`src/rtl/sfp_pkg.sv`:
```
// ---------------------------------------------------------------------------
// sfp_pkg
// Shared constants for the two-core row-sum merge path:
//   BW       activation width
//   BW_PSUM  partial-sum width (2*BW + 4)
//   BW_SUM   per-core row-sum width (BW_PSUM + 4)
//   WD_W     width of the merge watchdog counter
// plus the merge FSM state encoding.
// ---------------------------------------------------------------------------
package sfp_pkg;

    localparam int BW      = 8;
    localparam int BW_PSUM = 2*BW + 4;
    localparam int BW_SUM  = BW_PSUM + 4;
    localparam int WD_W    = 8;

    typedef enum logic [2:0] {
        ST_IDLE = 3'd0,
        ST_WAIT = 3'd1,
        ST_CAP  = 3'd2,
        ST_ADD  = 3'd3,
        ST_DONE = 3'd4
    } state_t;

endpackage

```
`src/rtl/sfp_watchdog.sv`:
```
// ---------------------------------------------------------------------------
// sfp_watchdog
// Counts cycles in which the merge is stalled waiting for the peer core and
// flags expiry when the count reaches `limit`. The count saturates at the
// limit and is cleared whenever the merge is not waiting.
//
// Ports:
//   clk       clock, all logic on posedge
//   reset     synchronous, active-low
//   clear     drop the count to zero (merge not waiting)
//   count_en  a stalled cycle to be counted
//   expired   count has reached the limit
// ---------------------------------------------------------------------------
module sfp_watchdog
    import sfp_pkg::*;
#(
    parameter int limit = 255
) (
    input  logic clk,
    input  logic reset,
    input  logic clear,
    input  logic count_en,
    output logic expired
);

    localparam logic [WD_W-1:0] LIMIT = WD_W'(limit);

    logic [WD_W-1:0] cnt;

    always_ff @(posedge clk) begin
        if (!reset || clear) begin
            cnt <= '0;
        end else if (count_en && !expired) begin
            cnt <= cnt + 1'b1;
        end
    end

    assign expired = (cnt == LIMIT);

endmodule

```
`src/rtl/sfp_sum_merge.sv`:
```
// ---------------------------------------------------------------------------
// sfp_sum_merge
// Merges this core's row sum (local internal FIFO) with the peer core's row
// sum (external FIFO) into one widened sum, then strobes the local row
// divider. Both FIFOs are popped in the same cycle; their data is valid the
// following cycle (CAP), is added in ADD and announced by div one cycle after
// DONE, i.e. 4 cycles after the pop.
//
// Optional feature (macro SFP_MERGE_TIMEOUT_EN): a watchdog that, after
// to_cycles stalled cycles with the peer FIFO empty, merges the local sum
// alone (peer taken as 0) and raises the sticky timeout flag. Without the
// macro the merge waits for the peer forever and timeout is tied low.
//
// Ports:
//   clk, reset        clock; synchronous active-low reset
//   start             request the next merge (ignored while busy)
//   local_empty/_sum  local FIFO status / data,   local_rd pops it
//   peer_empty/_sum   peer FIFO status / data,    fifo_ext_rd pops it
//   sum_2core         merged sum, held until the next merge
//   div               one-cycle strobe to the row divider
//   busy              FSM not idle
//   zero              merged sum was zero and has been forced to 1
//   timeout           last merge used the local sum only
//   row_cnt           completed merges, modulo 16
// ---------------------------------------------------------------------------
module sfp_sum_merge
    import sfp_pkg::*;
#(
    parameter int bw        = BW,
    parameter int bw_psum   = 2*bw + 4,
    parameter int to_cycles = 255
) (
    input  logic               clk,
    input  logic               reset,
    input  logic               start,
    input  logic               local_empty,
    input  logic [bw_psum+3:0] local_sum,
    output logic               local_rd,
    input  logic               peer_empty,
    input  logic [bw_psum+3:0] peer_sum,
    output logic               fifo_ext_rd,
    output logic [bw_psum+4:0] sum_2core,
    output logic               div,
    output logic               busy,
    output logic               zero,
    output logic               timeout,
    output logic [3:0]         row_cnt
);

    // Row sums carry the same guard bits over the psum width as the package.
    localparam int SUM_W = bw_psum + (BW_SUM - BW_PSUM);

    // One extra bit so local+peer can never wrap.
    function automatic logic [SUM_W:0] add_ext(input logic [SUM_W-1:0] a,
                                               input logic [SUM_W-1:0] b);
        return {1'b0, a} + {1'b0, b};
    endfunction

    // The divider cannot take a zero denominator; substitute 1.
    function automatic logic [SUM_W:0] force_nonzero(input logic [SUM_W:0] s);
        return (s == '0) ? {{SUM_W{1'b0}}, 1'b1} : s;
    endfunction

    state_t           state;
    state_t           state_nxt;
    logic             pop_both;
    logic             pop_local;
    logic             wd_fire;
    logic             local_only;
    logic [SUM_W-1:0] local_p1;
    logic [SUM_W-1:0] peer_p1;
    logic [SUM_W:0]   sum_p2;

    always_comb begin
        state_nxt = state;
        pop_both  = 1'b0;
        pop_local = 1'b0;
        case (state)
            ST_IDLE: begin
                if (start) state_nxt = ST_WAIT;
            end
            ST_WAIT: begin
                if (!local_empty && !peer_empty) begin
                    pop_both  = 1'b1;
                    state_nxt = ST_CAP;
                end else if (wd_fire && !local_empty) begin
                    pop_local = 1'b1;
                    state_nxt = ST_CAP;
                end
            end
            ST_CAP:  state_nxt = ST_ADD;
            ST_ADD:  state_nxt = ST_DONE;
            ST_DONE: state_nxt = ST_IDLE;
            default: state_nxt = ST_IDLE;
        endcase
    end

    // Pops are qualified by reset so a reset cycle can never consume an entry
    // that the aborted merge would then lose.
    assign local_rd    = reset & (pop_both | pop_local);
    assign fifo_ext_rd = reset & pop_both;
    assign busy        = (state != ST_IDLE);

`ifdef SFP_MERGE_TIMEOUT_EN
    sfp_watchdog #(
        .limit    (to_cycles)
    ) u_watchdog (
        .clk      (clk),
        .reset    (reset),
        .clear    (state != ST_WAIT),
        .count_en ((state == ST_WAIT) && peer_empty),
        .expired  (wd_fire)
    );
`else
    logic unused_cfg;

    assign wd_fire    = 1'b0;
    assign timeout    = 1'b0;
    assign unused_cfg = ^to_cycles;
`endif

    // Control state and held outputs.
    always_ff @(posedge clk) begin
        if (!reset) begin
            state      <= ST_IDLE;
            div        <= 1'b0;
            zero       <= 1'b0;
            row_cnt    <= '0;
            sum_2core  <= '0;
            local_only <= 1'b0;
`ifdef SFP_MERGE_TIMEOUT_EN
            timeout    <= 1'b0;
`endif
        end else begin
            state <= state_nxt;
            div   <= (state == ST_DONE);
            if (state == ST_WAIT) begin
                local_only <= pop_local;
            end
            if (state == ST_ADD) begin
                sum_2core <= force_nonzero(sum_p2);
                zero      <= (sum_p2 == '0);
`ifdef SFP_MERGE_TIMEOUT_EN
                timeout   <= local_only;
`endif
            end
            if (state == ST_DONE) begin
                row_cnt <= row_cnt + 4'd1;
            end
        end
    end

    // ---- stage p1: capture FIFO data, valid the cycle after the pop ----
    always_ff @(posedge clk) begin
        if (state == ST_CAP) begin
            local_p1 <= local_sum;
            peer_p1  <= local_only ? '0 : peer_sum;
        end
    end

    // ---- stage p2: widened add, registered into sum_2core in ADD ----
    assign sum_p2 = add_ext(local_p1, peer_p1);

endmodule

```
`config.mk`:
```
export PLATFORM = sky130hd
export DESIGN_NAME = sfp_sum_merge
export DESIGN_NICKNAME = d
export VERILOG_FILES = /design/src/rtl/sfp_pkg.sv /design/src/rtl/sfp_watchdog.sv /design/src/rtl/sfp_sum_merge.sv
export SDC_FILE = /design/constraint.sdc
export NUM_CORES = 1
export LEC_CHECK = 0
export BUFFER_PORTS_ARGS = -buffer_cell sky130_fd_sc_hd__clkbuf_2
export CAP_MARGIN = 20
export CORE_ASPECT_RATIO = 2
export CORE_MARGIN = 5
export CORE_UTILIZATION = 50
export DETAILED_ROUTE_END_ITERATION = 12
export GPL_ROUTABILITY_DRIVEN = 0
export PLACE_DENSITY = 0.76
export RECOVER_POWER = 50
export SETUP_SLACK_MARGIN = 0.4
export SLEW_MARGIN = 20
export SYNTH_ARGS = -nofsm -noshare
export SYNTH_HDL_FRONTEND = slang
export SYNTH_SLANG_ARGS = --single-unit
```
`constraint.sdc`:
```
create_clock -name clk -period 4.15 [get_ports clk]
set_input_delay 0.415 -clock clk [delete_from_list [all_inputs] [get_ports clk]]
set_output_delay 0.415 -clock clk [all_outputs]
set_load 0.02 [all_outputs]
```
; ---- Word-level counts from Yosys, hierarchy flattened
; Cells that the tools add are included.
[word_totals]
out_inout_bits = 35
reg_bits = 82
word_cells = 29
inputBits = 53
[op_classes]
muxes = 6
add_sub_neg = 2
reduce_logical = 7
bitwise = 1
n_eq_ne = 6
[ops]
columns = op, count
row1 = adder 24 x 24 -> 25 bit, 1
row2 = zero test 25 bit, 1
row3 = two-way mux 25 bit, 1
row4 = case mux 3 bit (4 select lines), 1
row5 = == test 3 x 2 -> 1 bit (second input constant), 2
row6 = two-way mux 3 bit, 2
row7 = adder 4 x 1 -> 4 bit (second input constant), 1
row8 = inequality test 2 bit (second input constant), 2
row9 = == test 3 x 1 -> 1 bit (second input constant), 1
row10 = == test 3 bit (second input constant), 1
row11 = zero test 3 bit, 1
row12 = nonzero test 3 bit, 1
row13 = zero test 1 bit, 2
row14 = two-way mux 1 bit, 2
row15 = AND reduction 2 bit, 1
row16 = AND 1 bit, 1
row17 = logical AND 1 bit, 1

; ---- Logic depth before layout (Yosys ltp)
; Gate-level depths: netlist of run 1.
[logic_depth]
depth_word = 5
mapped_depth = 11
mapped_depth_nobuf = 11

; ---- Worst setup path after synthesis of run 1
; No wires, ideal clock.
[synth_path]
path_type = flip-flop to flip-flop
start = register state[1]
end = register local_p1[0] (enable)
arrival_time_ns = 3.966
required_ns = 3.627
path_stages_with_launch = 2
n_path_buf = 0
setup_time_ns = 0.523
synth_period_minus_slack_ns = 4.489
path_slack_ns = -0.339
path_cell_list = dfxtp_1 nor3b_1
[synth_between]
elab_chain_len = 1
[synth_rtl]
columns = item, line
row1 = "start, declared", sfp_sum_merge.sv:64  ; state_t state;
row2 = "start signal, assigned", sfp_sum_merge.sv:135  ; state <= state_nxt;
row3 = == test 3 x 2 -> 1 bit, sfp_sum_merge.sv:155  ; if (state == ST_CAP) begin
row4 = "end signal, assigned", sfp_sum_merge.sv:156  ; local_p1 <= local_sum;
row5 = "end, declared", sfp_sum_merge.sv:70  ; logic [SUM_W-1:0] local_p1;
; No other way between the ends.
; A chain may end at the register's enable or synchronous reset.

; ---- Worst setup path after layout of run 1
[layout_path]
start = register local_p1[0]
end = register zero
[layout_between]
elab_chain_len = 2
[layout_rtl]
columns = item, line
row1 = adder 24 x 24 -> 25 bit, sfp_sum_merge.sv:56  ; return {1'b0, a} + {1'b0, b};
row2 = zero test 25 bit, sfp_sum_merge.sv:142  ; zero <= (sum_p2 == '0);
row3 = "end signal, assigned", sfp_sum_merge.sv:142
row4 = "end, declared", sfp_sum_merge.sv:45  ; output logic zero,
; No other way between the ends.

==> run summary, run 1 <==
Inst Count DP - 597
WL final - 9.603 mm
Routed vias - 3504
Synth warnings - 0
CTS Buffer Depth - 2
Outcome - complete, no violations
Setup TNS - 0 ps
Overall Global Routing Usage - 0.1825
Final hold vios - 0
Share of layout cells above drive strength 1 - 0.1637
Critical Path Fanout Max - 6
Worst Setup Start Kind - flop
Area delta synth->final - 16.82%
Skew-Pair Late Insertion Delay - 330 ps
CP arrival - 3250 ps
First-pass GRT wire length - 16.17 mm
Iter 0 DRT Violations - 133
Antenna diode count - 0
Cell area after layout - 5119 um^2
CTS Hold Bufs - 0
Die width - 76.20 um
Final Non-Filler Cells - 613
R2R cell count - 11
Row Count - 48
FF-to-FF End - zero$_SDFFE_PN0P_
Worst slew margin - 0.3058
Root Driver - clkbuf_16
Unique masters post-synth - 62
IO Pins - 88
Clock Sinks - 82
Largest net degree at the start of global routing - 49
Cell depth of the worst hold path - 1
Max VDD drop - 0.0002824 V
Slowest cell on crit path - or4_1
Synth Instances - 431
WS Path Type - reg2reg
Mapped Nets - 510
Clk slew on worst S/H paths - 60 ps
Final period util - 0.7166
Post-CTS sizing - 0
Hold Crit Class - in2reg
Max Cap Violations - 0
Top cells by area in the synthesized netlist - edfxtp_1 33%, dfxtp_1 16%, ha_1 7.1%
CTS tree - built
Least-Margin Pin Slew - 1041 ps
Switch Pwr - 0.0003843 W
Synth top area share - 0.3290
Final net count - 587
Slew Limit Fails - 0
Detail Placement HPWL - 7.626 mm
Vias in the first global route - 3586
Core Box Area - 8588 um^2
Die H - 142.4 um
Number of CTS-inserted buffers - 9
CP cell instances - ha_1, inv_1, fa_1, nand2b_1, a211oi_4, o22ai_2, o21a_1, or4_1, a311oi_1, nand4_1, nand2_1
GRT overflow - 0
Clock share of power - 0.423
Top_reg_cell synth - edfxtp_1
P_leak - 1.955 nW
Switching share of power - 0.2133
1st-pass router iterations - 4
Seq/Total Area, Yosys - 0.4843
Number of flops mapped to enable cells by yosys - 48
Drc violations - 0
Placed cell area - 4865 um^2
Power Internal - 0.001417 W
H-tree Lvls - 3
Worst r2r src - local_p1[0]$_DFFE_PN_
Ys async rst share - 0
Hold Startpoint - peer_sum[1]
Die ar. - 10850 um^2
CP peak stage delay - 460 ps
Post-CTS setup repair buffer count - 0
Synthesized area - 4382 um^2
Port Buffer Count - 86
Filler cell count - 751
Combinational group share of total power - 0.086
Final min period - 2974 ps
Final setup viols - 0
Critical Path End Type - flop
Initial core utilization - 0.5102
Post-synth top area cell - edfxtp_1
Avg Inst Size Synth - 10.17 um^2
Share of total power in sequential cells - 0.491
Fmax achieved - 336.2 MHz
Routed Antenna Nets - 0
Clock Skew - 6.673 ps
Yosys reg bits - 82
WL/cell - 15.67 um
Area of the multi-input gates - 2138 um^2
RSZ-0062 raised after global routing - no
PwrDens - 352.0 nW/um^2
R2r setup slk - 1180 ps
Initial antenna violation count - 0
Avg Vias per Cell - 5.716
CP Data Required Time - 4430 ps
Register Area - 2122 um^2
Hold-critical path endpoint - peer_p1[1]$_DFFE_PN_
==> per-layer routing <==
metal  track usage  wire [um]  share of wire
met4        0.1143        419          0.044
met3       0.04436        469          0.049
met1        0.1856       3548           0.37
met5             0          0              0
met2        0.3291       5166           0.54
==> how the worst max path moves through the flow <==
| stage | start | slack, ps | cells past startpoint | endpoint |
|---|---|---|---|---|
| global placement | local_p1[0]$_DFFE_PN_ | 1280 | 11 | zero$_SDFFE_PN0P_ |
| CTS | local_p1[0]$_DFFE_PN_ | 1190 | 11 | sum_2core[0]$_SDFFE_PN0P_ |
| global route | local_p1[0]$_DFFE_PN_ | 1040 | 11 | sum_2core[0]$_SDFFE_PN0P_ |
| detailed placement | local_p1[0]$_DFFE_PN_ | 1210 | 11 | sum_2core[0]$_SDFFE_PN0P_ |
| finish | local_p1[0]$_DFFE_PN_ | 1180 | 11 | zero$_SDFFE_PN0P_ |
| floorplan | state[1]$_SDFFE_PN0P_ | 1380 | 1 | local_p1[0]$_DFFE_PN_ |
==> Yosys cell counts (5+ instances only) <==
library cell,instances
a21oi_1,22
o211ai_1,6
inv_1,9
nand2b_1,6
nor2_1,24
o21ai_0,24
a21o_1,5
clkbuf_1,13
nand3_1,10
xnor2_1,9
nand4_1,11
o21a_1,7
ha_1,25
nor3_1,8
and2_1,10
edfxtp_1,48
dfxtp_1,34
nand2_1,61
xor2_1,7
a21boi_0,18
buf_2,7
==> registers in the layout, indices dropped and copies added, names as in the netlist <==
register   flops
local_p1      24
peer_p1       24
div            1
sum_2core     25
row_cnt        4
state          3
zero           1
==> cells by family after synthesis <==
logic type,count (synthesis),share of synthesized area
and+or+nand+nor,153,0.1702
xor gates and xnor gates,16,0.03198
adders and majority gates,26,0.07596
other,1,0.0008558
buffers and inverters,31,0.03027
muxes,3,0.006854
AOI/OAI and AO/OA,119,0.1996
DFF,82,0.4843
==> cell type report <==
type	count	share of cell area
multi-input cells	318	0.4177
clock buffers	15	0.05671
clock inverters	1	0.0009778
flip-flops and latches	82	0.4146
inverters	9	0.006600
repair buffers	88	0.07895
well taps	100	0.02444
==> power groups by stage <==
stage,sequential (W),combinational (W),clock (W)
floorplan,0.000904,0.0000997,0
global placement,0.000901,0.000153,0
detailed placement,0.000902,0.000155,0
CTS,0.000885,0.000156,0.000779
global route,0.000886,0.000172,0.000819
finish,0.000885,0.000156,0.000761
==> worst max-delay path: cells and delay by family, from the launching register on <==
| kind | cells | cell delay, ps |
|---|---|---|
| compound gates | 4 | 1020 |
| fa+ha+maj | 2 | 580 |
| flops | 1 | 350 |
| buf+inv | 1 | 60 |
| simple gates | 4 | 900 |
==> stage by stage <==
| stage | worst slack (ps) | power [W] | hold slack [ps] | utilization |
|---|---|---|---|---|
| 2_1_floorplan | 1380 | 0.001004 | 507.2 | - |
| 3_3_place_gp | 1283 | 0.001054 | 455.7 | 0.5664 |
| 3_5_place_dp | 1209 | 0.001057 | 463.2 | 0.5664 |
| 4_1_cts | 1188 | 0.001820 | 244.7 | 0.6008 |
| 5_1_grt | 1041 | 0.001876 | 239.9 | 0.5960 |
| 6_report | 1176 | 0.001802 | 253.4 | 0.5960 |
==> cell usage in the layout (no fill, tap or decap), types with 7 or more instances in the layout <==
master and instances:
a21oi_1 22, nor2_1 24, nand4_1 11, clkbuf_2 54
clkbuf_16 10, o21a_1 7, nand3_1 10, dfxtp_1 34
nand2_1 61, and2_1 10, a21boi_0 18, xnor2_1 9
nor3_1 8, xor2_1 7, inv_1 9, o21ai_0 24
clkbuf_1 35, edfxtp_1 48, ha_1 25
No activity file was read; power rests on OpenSTA's default activity.
==> run 2, diff against run 1 <==
Settings changed: CORE_UTILIZATION 50 to 52.
Clock period 4.15 ns to 2.8 ns, I/O delays scaled along.
==> run 2 against run 1 <==
Compared with the run above:
- first-iteration DRC count is 87% higher
- clock power is 51% higher
- worst setup slack worse by 1100 ps
- final cell count is 3.8% higher
- largest cell class unchanged
- maximum frequency is 10% higher
- via count is 5.5% higher
- sequential cell count stayed put
- sequential share of layout area is 2.6 points lower
- global-route usage is 2.4 points higher
- cell area is 6.7% higher
- critical path depth stayed put
==> run summary, run 2 (same netlist as run 1, synthesis figures left out) <==
Routed Antenna Nets - 0 (unchanged)
Worst Setup Start Kind - flop
PwrDens - 500.2 nW/um^2 (+42%)
Number of flip-flops in the largest register - 25 (unchanged)
Family with the most delay on the worst path - simple AND/OR/NAND/NOR gates
WL final - 10.63 mm (+11%)
Worst slew margin - 0.5335 (+0.2277)
Initial core utilization - 0.5322 (+0.02202)
First-pass GRT wire length - 16.79 mm (+3.8%)
Slew Limit Fails - 0 (unchanged)
Slowest cell on crit path - or4_1
CP Data Required Time - 3080 ps (-1350 ps)
Critical Path Fanout Max - 3 (-3)
Initial antenna violation count - 0 (unchanged)
Die ar. - 10470 um^2 (-3.5%)
Cell area after layout - 5460 um^2 (+6.7%)
CP arrival - 2980 ps (-270 ps)
Share of layout cells above drive strength 1 - 0.2509 (+0.08719)
CP peak stage delay - 470 ps (about the same)
GRT overflow - 0 (unchanged)
Largest net degree at the start of global routing - 49 (unchanged)
Outcome - complete, no violations
Final net count - 612 (+4.3%)
Area of the multi-input gates - 2287 um^2 (+7.0%)
Filler cell count - 689 (-8.3%)
Max Cap Violations - 0 (unchanged)
Max VDD drop - 0.0003852 V (+36%)
Most frequent cells in the layout - 60 x nand2_1, 54 x clkbuf_2, 48 x edfxtp_1
Row Count - 47 (-2.1%)
CP cell instances - ha_2, inv_2, fa_2, nand2b_4, a211oi_4, o22ai_2, o21a_1, or4_1, a311oi_1, nand4_1, nand2_1
Final hold vios - 0 (unchanged)
Top Usage Layer GRT - met2
Setup TNS - 0 ps (unchanged)
RSZ-0062 raised after global routing - yes
Clock Skew - 5.523 ps (-1.150 ps)
H-tree Lvls - 3 (unchanged)
Top Registers - sum_2core: 25 flops, local_p1: 24 flops, peer_p1: 24 flops
Number of CTS-inserted buffers - 9 (unchanged)
CTS tree - built
1st-pass router iterations - 4 (unchanged)
Drc violations - 0 (unchanged)
Met1 Use GR - 0.1951 (+0.009484)
Critical Path End Type - flop
Commonest non-fill, non-tap cell in the layout - nand2_1
WS Path Type - reg2reg
Overall Global Routing Usage - 0.2068 (+0.02436)
Avg Vias per Cell - 5.810 (+1.6%)
Most flop-heavy register - sum_2core
Final min period - 2701 ps (-272.9 ps)
Routed vias - 3695 (+5.5%)
Port Buffer Count - 86 (unchanged)
P_leak - 2.109 nW (+7.9%)
Hold Crit Class - in2reg
IO Pins - 88 (unchanged)
Fmax achieved - 370.2 MHz (+10%)
Clk slew on worst S/H paths - 60 ps (about the same)
Clock Sinks - 82 (unchanged)
Antenna diode count - 0 (unchanged)
Core Box Area - 8233 um^2 (-4.1%)
Final setup viols - 0 (unchanged)
Final period util - 0.9647 (+0.2481)
Placed cell area - 4985 um^2 (+2.5%)
Die width - 74.91 um (-1.7%)
Met3 Track Usage GR - 0.04621 (+0.001849)
Skew-Pair Late Insertion Delay - 340 ps (about the same)
CTS Buffer Depth - 2 (unchanged)
Area delta synth->final - 24.61%
Least-Margin Pin Slew - 698.2 ps (-343.1 ps)
Die H - 139.8 um (-1.8%)
Root Driver - clkbuf_16
GR Util met2 - 0.3717 (+0.04255)
Register Area - 2122 um^2 (unchanged)
Detail Placement HPWL - 8.217 mm (+7.8%)
WL/cell - 16.72 um (+6.7%)
Vias in the first global route - 3894 (+8.6%)
Iter 0 DRT Violations - 249 (+87%)
Buf+Inv Stages, Crit Path - 1 (unchanged)
run 2: layout make-up:
class,count,area share
tap,98,0.02246
clock inverter,6,0.01008
clock buffer,10,0.04377
sequential,82,0.3886
timing repair buffer,113,0.1100
multi-input combinational,318,0.4189
inverter,9,0.006187
run 2: worst paths after layout:
path,from,to,slack [ps],depth (start not counted)
worst max-delay path,local_p1[0]$_DFFE_PN_,zero$_SDFFE_PN0P_,100,11
worst min-delay path,peer_sum[21],peer_p1[21]$_DFFE_PN_,110,1
worst max register to register,local_p1[0]$_DFFE_PN_,zero$_SDFFE_PN0P_,100,11
worst min register to register,sum_2core[18]$_SDFFE_PN0P_,sum_2core[18]$_SDFFE_PN0P_,460,2
run 2: timing repair:
item / 4_1_cts / 5_1_grt
gates cloned: 0 / 0
pin swaps: 8 / 12
setup endpoints to repair: 10 / 15
hold buffers: 0 / 0
gates resized for setup: 12 / 30
endpoints found under the hold margin: 0 / 0
setup buffers: 6 / 4
run 2: metrics by stage:
stage / worst slack, ps / power, W / cells / hold WS, ps / util
after floorplan: 193.2 / 0.001489 / 431 / 378.9 / -
after global placement: 126.4 / 0.001575 / 610 / 453.7 / 0.6055
after detailed placement: 17.28 / 0.001582 / 610 / 458.6 / 0.6055
after CTS: 142.1 / 0.002732 / 632 / 108.1 / 0.6506
after global routing: -20.96 / 0.002839 / 636 / 101.3 / 0.6632
final: 98.81 / 0.002731 / 636 / 113.4 / 0.6632
run 2: metal layers:
| metal | vias up | part of all wire |
|---|---|---|
| li1 | 1794 | - |
| met4 | 0 | 0.058 |
| met3 | 42 | 0.056 |
| met1 | 1732 | 0.34 |
| met5 | - | 0 |
| met2 | 127 | 0.55 |
run 2: report_power, final:
| part | internal [W] | total, W | switching, W |
|---|---|---|---|
| registers | 0.00130 | 0.00131 | 0.0000114 |
| logic | 0.000116 | 0.000269 | 0.000153 |
| clock network | 0.000706 | 0.00115 | 0.000445 |
| total | 0.00212 | 0.00273 | 0.000609 |
==> run 3, diff against run 2 <==
Settings changed: SETUP_SLACK_MARGIN 0.4 to 0.3.
==> run 3 against run 2 <==
Compared with the run above:
- maximum frequency up 1.0%
- sequential share of layout area grew 0.44 points
- worst setup slack improved by 28 ps
- die area did not move
- global-route usage down 0.057 points
- clock-buffer cell count unchanged
- critical path type unchanged
- largest power group unchanged
==> run summary, run 3 (same netlist as run 1, synthesis figures left out) <==
PwrDens - 504.7 nW/um^2 (+0.89%)
Cell depth of the worst hold path - 1 (unchanged)
Share of layout cells above drive strength 1 - 0.2369 (-0.01399)
First-pass GRT wire length - 16.75 mm (-0.24%)
WL/cell - 16.55 um (-1.0%)
Clock Sinks - 82 (unchanged)
Hold Crit Class - in2reg
CP cell instances - ha_2, inv_2, fa_2, nand2b_4, a211oi_4, o22ai_2, o21a_1, or4_1, a311oi_1, nand4_1, nand2_1
P_leak - 2.093 nW (-0.77%)
Final core occ - 0.6558 (-0.007447)
Top Registers - sum_2core: 25 flops, local_p1: 24 flops, peer_p1: 24 flops
CP arrival - 2950 ps (-30 ps)
Most flop-heavy register - sum_2core
Critical Path Fanout Max - 3 (unchanged)
1st-pass router iterations - 5 (+1)
Antenna diode count - 0 (unchanged)
Initial antenna violation count - 0 (unchanged)
Number of flip-flops in the largest register - 25 (unchanged)
Drc violations - 0 (unchanged)
Iter 0 DRT Violations - 227 (-8.8%)
Max VDD drop - 0.0003839 V (-0.34%)
Final hold vios - 0 (unchanged)
Row Count - 47 (unchanged)
IO Pins - 88 (unchanged)
Port Buffer Count - 86 (unchanged)
CP Data Required Time - 3080 ps (about the same)
Commonest non-fill, non-tap cell in the layout - nand2_1
Number of CTS-inserted buffers - 9 (unchanged)
Routed Antenna Nets - 0 (unchanged)
Final Non-Filler Cells - 634 (-0.31%)
Die H - 139.8 um (unchanged)
Vias in the first global route - 3872 (-0.56%)
Core Box Area - 8233 um^2 (unchanged)
Setup TNS - 0 ps (unchanged)
Clock Skew - 5.700 ps (+0.1772 ps)
CTS tree - built
CP Launch Point - local_p1[0]$_DFFE_PN_
Final net count - 610 (-0.33%)
Initial core utilization - 0.5322 (unchanged)
Final min period - 2674 ps (-27.61 ps)
RSZ-0062 raised after global routing - yes
Die width - 74.91 um (unchanged)
Die ar. - 10470 um^2 (unchanged)
Worst Setup Start Kind - flop
Overall Global Routing Usage - 0.2063 (-0.0005741)
Slew Limit Fails - 0 (unchanged)
WL final - 10.49 mm (-1.3%)
H-tree Lvls - 3 (unchanged)
R2R cell count - 11 (unchanged)
Skew-Pair Late Insertion Delay - 340 ps (about the same)
Routed vias - 3694 (-0.027%)
CTS Hold Bufs - 0 (unchanged)
Most frequent cells in the layout - 61 x nand2_1, 54 x clkbuf_2, 48 x edfxtp_1
Worst r2r src - local_p1[0]$_DFFE_PN_
Hold Startpoint - peer_sum[21]
Inst Count DP - 610 (unchanged)
CP peak stage delay - 470 ps (about the same)
Final period util - 0.9549 (-0.009861)
Root Driver - clkbuf_16
Max Cap Violations - 0 (unchanged)
Area delta synth->final - 23.22%
Final setup viols - 0 (unchanged)
WS Path Type - reg2reg
Worst slew margin - 0.5265 (-0.006997)
Avg Vias per Cell - 5.826 (+0.29%)
Detail Placement HPWL - 8.217 mm (unchanged)
Critical Path End Type - flop
Filler cell count - 697 (+1.2%)
CTS Buffer Depth - 2 (unchanged)
Largest net degree at the start of global routing - 49 (unchanged)
Least-Margin Pin Slew - 708.7 ps (+10.47 ps)
GRT overflow - 0 (unchanged)
Outcome - complete, no violations
Final hold slack - 113.4 ps (+0.02100 ps)
Clk slew on worst S/H paths - 60 ps (about the same)
Slowest cell on crit path - or4_1
Fmax achieved - 374.0 MHz (+1.0%)
[run 3: path summary, 6_finish.rpt]
path                                endpoint  slack (ps)
setup / recovery           zero$_SDFFE_PN0P_         130
hold / removal         peer_p1[21]$_DFFE_PN_         110
hold reg to reg   sum_2core[17]$_SDFFE_PN0P_         460
setup reg to reg           zero$_SDFFE_PN0P_         130
[run 3: layout make-up]
type / count / area [um^2] / area share
flip-flops and latches: 82 / 2122 / 0.3930
clock inverters: 6 / 55.05 / 0.01020
clock buffers: 10 / 239.0 / 0.04426
multi-input cells: 318 / 2245 / 0.4158
well taps: 98 / 122.6 / 0.02271
repair buffers: 111 / 581.8 / 0.1078
inverters: 9 / 33.78 / 0.006257
[run 3: per-stage QoR]
stage / area (um^2) / worst slack [ps] / power, W
2_1_floorplan: 4403 / 193.2 / 0.001489
6_report: 5399 / 126.4 / 0.002725
3_3_place_gp: 4985 / 126.4 / 0.001575
3_5_place_dp: 4985 / 17.28 / 0.001582
5_1_grt: 5399 / -4.309 / 0.002832
4_1_cts: 5341 / 142.1 / 0.002730
[run 3: timing repair]
item / CTS / global route
cloned: 0 / 0
endpoints found under the setup margin: 7 / 12
hold endpoints to repair: 0 / 0
pin swaps: 4 / 5
setup buffers: 5 / 3
resized for setup: 7 / 22
[run 3: per-layer routing]
layer,vias up,share of wire,global-route usage
met5,-,0,0
met4,0,0.059,0.1370
met3,43,0.055,0.04621
met2,130,0.54,0.3698
met1,1729,0.34,0.1965
li1,1792,-,-
[run 3: critical path: cells and delay by family (launching register included)]
family	cells	cell delay, ps
simple gates	4	880
flops	1	330
fa+ha+maj	2	510
compound gates	4	860
buf+inv	1	40
[run 3: power breakdown]
group	switching (W)	internal [W]	leakage (nW)
clock	0.000445	0.000706	0.150
combinational	0.000149	0.000113	1.23
sequential	0.0000113	0.00130	0.708
